==> config.mk <==
export PLATFORM = sky130hd
export DESIGN_NAME = hazard_ctrl
export DESIGN_NICKNAME = d
export VERILOG_FILES = /design/src/rtl/pipe_pkg.sv /design/src/rtl/hazard_detect.sv /design/src/rtl/hazard_ctrl.sv
export SDC_FILE = /design/constraint.sdc
export NUM_CORES = 1
export LEC_CHECK = 0
export ABC_AREA = 1
export BUFFER_PORTS_ARGS = -buffer_cell sky130_fd_sc_hd__buf_2
export CAP_MARGIN = 20
export CORE_MARGIN = 2
export CORE_UTILIZATION = 59
export CTS_CLUSTER_DIAMETER = 50
export DETAILED_ROUTE_END_ITERATION = 12
export GPL_TIMING_DRIVEN = 1
export PLACE_DENSITY = 0.86
export SLEW_MARGIN = 15
export SYNTH_ARGS = -nofsm -noshare
export SYNTH_HDL_FRONTEND = slang
export SYNTH_SLANG_ARGS = --single-unit
==> constraint.sdc <==
create_clock -name clock -period 3.4 [get_ports clock]
set_clock_uncertainty 0.05 [all_clocks]
set_input_delay 0.85 -clock clock [delete_from_list [all_inputs] [get_ports clock]]
set_output_delay 0.85 -clock clock [all_outputs]
set_load 0.02 [all_outputs]
==> src/rtl/pipe_pkg.sv <==
// Shared pipeline-control definitions.
// State encoding and register-file constants used by hazard logic.
package pipe_pkg;

  typedef enum logic {
    ST_RUN  = 1'b0,
    ST_BUSY = 1'b1
  } hz_state_e;

  localparam logic [4:0] REG_ZERO = 5'd0;
  localparam int unsigned MULDIV_CYCLES_DEF = 4;
  localparam int unsigned BUSY_CNT_W = 4;

endpackage

==> src/rtl/hazard_detect.sv <==
// Load-use hazard comparator.
// Pure address compare between a load in EX and sources in ID.
module hazard_detect
  import pipe_pkg::*;
(
  input  logic [4:0] id_rs_i,
  input  logic [4:0] id_rt_i,
  input  logic       id_uses_rt_i,
  input  logic [4:0] ex_rt_i,
  input  logic       ex_memread_i,
  output logic       luh_o
);

  logic rs_hit;
  logic rt_hit;

  assign rs_hit = (ex_rt_i == id_rs_i);
  assign rt_hit = id_uses_rt_i & (ex_rt_i == id_rt_i);

  assign luh_o = ex_memread_i & (ex_rt_i != REG_ZERO)
               & (rs_hit | rt_hit);

endmodule

==> src/rtl/hazard_ctrl.sv <==
// Pipeline hazard controller: stall, flush and mult/div freeze.
// Also counts cycles with the PC held.
module hazard_ctrl
  import pipe_pkg::*;
#(
  parameter int unsigned MULDIV_CYCLES = MULDIV_CYCLES_DEF,
  parameter int unsigned CNT_W         = 32
) (
  input  logic             clock,
  input  logic             reset,
  input  logic [4:0]       id_rs,
  input  logic [4:0]       id_rt,
  input  logic             id_uses_rt,
  input  logic [4:0]       ex_rt,
  input  logic             ex_memread,
  input  logic             ex_muldiv_start,
  input  logic             branch_taken,
  output logic             pc_wen,
  output logic             ifid_wen,
  output logic             ifid_flush,
  output logic             idex_wen,
  output logic             idex_flush,
  output logic             muldiv_busy,
  output logic             muldiv_done,
  output logic [CNT_W-1:0] stall_count
);

  localparam logic [BUSY_CNT_W-1:0] BUSY_INIT =
    BUSY_CNT_W'(MULDIV_CYCLES - 2);

  hz_state_e             state_q, state_d;
  logic [BUSY_CNT_W-1:0] cnt_q, cnt_d;
  logic [CNT_W-1:0]      stall_q, stall_d;
  logic                  luh;

  hazard_detect u_detect (
    .id_rs_i      (id_rs),
    .id_rt_i      (id_rt),
    .id_uses_rt_i (id_uses_rt),
    .ex_rt_i      (ex_rt),
    .ex_memread_i (ex_memread),
    .luh_o        (luh)
  );

  always_comb begin
    state_d     = state_q;
    cnt_d       = cnt_q;
    pc_wen      = 1'b1;
    ifid_wen    = 1'b1;
    ifid_flush  = 1'b0;
    idex_wen    = 1'b1;
    idex_flush  = 1'b0;
    muldiv_busy = 1'b0;
    muldiv_done = 1'b0;
    if (reset) begin
      pc_wen     = 1'b0;
      ifid_wen   = 1'b0;
      idex_wen   = 1'b0;
      ifid_flush = 1'b1;
      idex_flush = 1'b1;
    end else if (state_q == ST_BUSY) begin
      pc_wen      = 1'b0;
      ifid_wen    = 1'b0;
      idex_wen    = 1'b0;
      muldiv_busy = 1'b1;
      if (cnt_q == '0) begin
        muldiv_done = 1'b1;
        state_d     = ST_RUN;
      end else begin
        cnt_d = cnt_q - 1'b1;
      end
    end else if (branch_taken) begin
      ifid_flush = 1'b1;
      idex_flush = 1'b1;
    end else if (ex_muldiv_start) begin
      pc_wen   = 1'b0;
      ifid_wen = 1'b0;
      idex_wen = 1'b0;
      state_d  = ST_BUSY;
      cnt_d    = BUSY_INIT;
    end else if (luh) begin
      // Hold IF/ID and bubble ID/EX; the load leaves EX next cycle.
      pc_wen     = 1'b0;
      ifid_wen   = 1'b0;
      idex_flush = 1'b1;
    end
  end

  assign stall_d = pc_wen ? stall_q : stall_q + CNT_W'(1);

  always_ff @(posedge clock) begin
    if (reset) begin
      state_q <= ST_RUN;
      cnt_q   <= '0;
      stall_q <= '0;
    end else begin
      state_q <= state_d;
      cnt_q   <= cnt_d;
      stall_q <= stall_d;
    end
  end

  assign stall_count = stall_q;

endmodule

# == After elaboration in Yosys (flattened, before gate mapping) ==
# Index checks and enable logic that the tools add are counted.
# word_totals
inputBits,21
word_cells,47
reg_bits,37
# op_classes
mux,30
add_sub_neg,2
eq_ne,4
bitwise,4
n_reduce_logical,4
# ops
cell,n
"adder 32 x 1 -> 32 bit, second input constant",1
two-way mux 1 bit,26
two-way mux 4 bit,4
equality test 5 bit,2
nonzero test 5 bit,1
zero test 4 bit,1
"subtractor 4 x 1 -> 4 bit, second input constant",1
bitwise AND 1 bit,3
AND reduction 3 bit,1
"!= test 2 x 1 -> 1 bit, second input constant",1
"!= test 2 bit, second input constant",1
nonzero test 2 bit,1
bitwise OR 1 bit,1

# == Longest topological paths before layout ==
# logic_depth
word_depth,9
mapped_depth,11
ltp_nobuf,11

# == Cells and area by module ==
# Synthesis repeated with hierarchy kept, for this count alone.
# hier_totals
cells_unflattened,391
area_unflattened_um2,2456.1
# modules_own_cells
module,cells_per_inst,n_inst,area_per_inst_um2,seq_area_each_um2
hazard_ctrl,339,1,2249.7,740.7
hazard_detect,52,1,206.4,0.0

# == Least setup slack after synthesis ==
# Ideal clock, no wire load.
# synth_path
kind,input to output
startpoint,input ex_rt[3]
endpoint,output pc_wen
path_stages,9
arrival_ns,1.914
n_path_buf,2
t_required_ns,2.500
slack_ns,0.586
cell_sequence,inv_1 nand4_1 o21ai_0 inv_1 nand3_4 nand2_4 buf_6 inv_1 buf_4
# synth_between
elab_chain_len,9
# synth_rtl
element,line_no,source
start: declaration,hazard_ctrl.sv:14,"input logic [4:0] ex_rt,"
equality test 5 bit,hazard_detect.sv:18,assign rt_hit = id_uses_rt_i & (ex_rt_i == id_rt_i);
bitwise AND 1 bit,hazard_detect.sv:18,
bitwise OR 1 bit,hazard_detect.sv:21,& (rs_hit | rt_hit);
bitwise AND 1 bit (*),hazard_detect.sv:21,
two-way mux 1 bit (*) (5 in series),--,
end: declaration,hazard_ctrl.sv:18,"output logic pc_wen,"
# Mark *: on every way between the ends. The rest lies on a longest branch, timed or not.

# == Final worst setup path ==
# layout_path
startpoint,input ex_rt[3]
endpoint,output ifid_wen
# layout_between
elab_chain_len,9
# layout_rtl
element,line_no,source
equality test 5 bit,hazard_detect.sv:18,
bitwise AND 1 bit,hazard_detect.sv:18,
bitwise OR 1 bit,hazard_detect.sv:21,
bitwise AND 1 bit (*),hazard_detect.sv:21,
two-way mux 1 bit (*),hazard_ctrl.sv:81,end else if (luh) begin
two-way mux 1 bit (*),hazard_ctrl.sv:75,end else if (ex_muldiv_start) begin
two-way mux 1 bit (*),hazard_ctrl.sv:72,end else if (branch_taken) begin
two-way mux 1 bit (*),hazard_ctrl.sv:61,end else if (state_q == ST_BUSY) begin
two-way mux 1 bit (*),hazard_ctrl.sv:55,if (reset) begin
end: declaration,hazard_ctrl.sv:19,"output logic ifid_wen,"
# Marks and branches as above.

==> results_dict.tcl <==
set metrics [dict create \
    cts_buffer_depth 2 \
    min-delay-start "cnt_q[0]" \
    min_path_cells 2 \
    clkPwrFrac_pct 32.9 \
    synth_top_area_share_pct 26.8 \
    setup_slack_ns 0.726 \
    worst-setup-path-type "input port to output port" \
    drc 0 \
    die_height_um 72.5 \
    synth-simple-area-share_pct 45.0 \
    nets 491 \
    ys.flop_type "dfxtp_1" \
    switchingPower_w 0.000257 \
    stdcell_area_um2 3130 \
    combPwrFrac_pct 15.9 \
    required_ns 2.50 \
    area_delta_synth_final_pct 13.2 \
    max-slew-margin-rel_pct 66.7 \
    worstHoldEndpoint "cnt_q[0]" \
    sw_frac_of_total_pct 29.3 \
    slew_viol_final 0 \
    rrSetupSlack_ns 1.33 \
    dp_slack_ns 0.719 \
    async_flop_share_pct 0 \
    end_kind "output port" \
    fin_util_pct 70.5 \
    post-route-min-period_ns 2.67 \
    core-area_um2 4440 \
    crit_arrival_ns 1.77 \
    yosysTopAreaCell "dfxtp_1" \
    max-cap-violations 0 \
    placed_area_um2 3060 \
    layout-drive-gt1-share_pct 33.2 \
    num_vias 2794 \
    synth_cell_types 31 \
    cts_tree "done" \
    h-tree-depth 2 \
    detail_route.vias_per_cell 5.38 \
    overflow 0 \
    cts_hold_buf 0 \
    synth-xor-area-share_pct 7.91 \
    grt_max_degree 34 \
    avgRoutedWirePerCell_um 13.0 \
    max_clock_freq_mhz 374 \
    setup-violations-final 0 \
    fp.dieW_um 72.5 \
    hold_class "flop to flop" \
    start_kind "input port" \
    syn-num-nets 435 \
    grt_pass1_wl_mm 11.7 \
    vdd_drop_max_mv 0.234 \
    post_cts_buffers 0 \
    setup_tns_ns 0 \
    syn_inst 412 \
    status "completed" \
    finalHoldViolations 0 \
    yosys_warnings 0 \
    antenna_found_initial 0 \
    cts_resized 0 \
    drt_iter0_markers 202 \
    synth_top_family_by_area "simple AND/OR/NAND/NOR gates" \
    start_util_pct 62.2 \
    dr.pass1.iters 5 \
    cts.root.buffer_cell "clkbuf_8" \
    io_pins 60 \
    power_frac_seq_pct 51.2 \
    reg2reg_to "stall_count[30]" \
    intPower_w 0.000620 \
    synth_seq_cells 37 \
    rr_startpoint "stall_count[0]" \
    r2r_cells 9 \
    numCtsBuffers 5 \
    insertedDiodeCount 0 \
    ant_nets 0 \
    grt_pass1_vias 2623 \
    clkTransAtPathRegs_ns 0.07 \
    dp_hpwl_mm 5.18 \
    synth_area_per_cell_um2 6.71 \
    synthMuxAreaShare_pct 0 \
    cellPowerDensity_nw_per_um2 280 \
    clock_sinks 37 \
    p_leak_nw 1.28 \
    wirelength_mm 6.74 \
    min_period_over_period_pct 78.7 \
    yosysSeqAreaShare_pct 26.8 \
    grt_usage_pct 27.7 \
    critPathMaxFanout 4 \
    synth_area_um2 2770 \
    finalWeightedCongestion 0.933 \
    rsz0062_at_grt "false" \
    synth_fa_ha_area_share_pct 0.905 \
    portBuffers 59 \
    tightest_slew_ns 0.500 \
    die_area_um2 5250 \
    ys_top_cells_by_area "dfxtp_1, nand2_1, a21oi_2" \
    clk_latency_ns 0.29 \
    row_count 24 \
    synth_edf_count 0 \
    synth-compound-area-share_pct 10.7 \
]
## final cells by class
| type | count | area (um2) |
|---|---|---|
| fillers | 400 | 1310 |
| repair buffers | 63 | 325 |
| clock inverters | 1 | 5.00 |
| multi-input cells | 323 | 1780 |
| clock buffers | 5 | 68.8 |
| flip-flops and latches | 37 | 741 |
| well taps | 52 | 65.1 |
| inverters | 38 | 143 |
## cells in the final DEF, fill, tap and decap left out
master    instances
ha_1              2
nand3b_1          4
nand3_1          38
nand2_1         105
nand3_4           2
or2_1             1
nor3_1            8
nand2_2          36
inv_1            31
clkbuf_8          5
nor2_2            7
dfxtp_1          37
buf_4             4
nor2_1           47
nor2_4            2
nand4_1           5
o21ai_0           2
clkinv_2          1
inv_2             7
nor2_8            1
buf_2            59
o21ai_1           1
nand2_4           1
a21oi_2          29
o21bai_1          1
a21oi_1           4
nand3_2           1
nor3b_1           1
xor2_1           14
xnor2_1          11
## worst max-delay path, cell delays in order
cell     delay, ns
buf_2         0.10
inv_1         0.10
nand4_1       0.11
o21ai_0       0.15
inv_1         0.10
nand3_4       0.10
nand2_4       0.05
inv_1         0.06
buf_2         0.16
## cells in the mapped netlist, types with 2 or more instances
master / n
buf_1: 2
a21oi_2: 29
o21ai_0: 2
nor2_4: 2
nor2_2: 7
a21oi_1: 4
nand3_4: 2
dfxtp_1: 37
ha_1: 2
buf_8: 2
nor3_1: 8
buf_4: 2
nand4_1: 5
buf_2: 7
xor2_1: 14
nand2_2: 36
nor2_1: 47
xnor2_1: 11
nand2_1: 105
nand3_1: 38
nand3b_1: 4
inv_2: 7
inv_1: 31
## registers in the layout, summed over array words and instances (netlist names)
| signal | flops |
|---|---|
| stall_count | 32 |
| cnt_q | 4 |
| state_q | 1 |
## kinds of logic (layout without fill, tap and decap cells)
group                      Yosys count  in the layout
and+or+nand+nor                    259            259
buffers and inverters               52            107
adders and majority gates            2              2
xor gates and xnor gates            25             25
AOI/OAI and AO/OA                   37             37
DFF                                 37             37
## how the worst max path moves through the flow
stage          startpoint  cells after the start  slack, ns  endpoint
4_1_cts          ex_rt[2]                     11       0.72  ifid_wen
2_1_floorplan    ex_rt[3]                      9       0.59    pc_wen
3_5_place_dp     ex_rt[2]                     11       0.72  ifid_wen
5_1_grt          ex_rt[3]                      9       0.60  ifid_wen
6_report         ex_rt[3]                      9       0.73  ifid_wen
3_3_place_gp     ex_rt[3]                     11       0.76    pc_wen
## per-stage QoR
step	hold WS, ns	total power, W	std cells
floorplan	0.391	0.000566	412
global placement	0.401	0.000594	513
detailed placement	0.404	0.000598	513
CTS	0.415	0.000878	519
global route	0.443	0.000914	519
finish	0.412	0.000877	519
## power groups by stage
stage / combinational (W) / clock [W] / sequential (W)
final: 0.000140 / 0.000288 / 0.000449
after global routing: 0.000156 / 0.000309 / 0.000449
after CTS: 0.000140 / 0.000290 / 0.000449
after detailed placement: 0.000139 / 0 / 0.000459
after global placement: 0.000135 / 0 / 0.000459
after floorplan: 0.000106 / 0 / 0.000460
## routing by layer
layer / track usage (%) / vias to the layer above / wire length [um] / part of all wire, %
met5: 0 / - / 0 / 0
met1: 35.1 / 1272 / 2980 / 44
met3: 5.42 / 15 / 375 / 5.6
met4: 8.85 / 0 / 106 / 1.6
li1: - / 1412 / - / -
met2: 47.4 / 95 / 3280 / 49
Power figures use the tool's default switching activity.
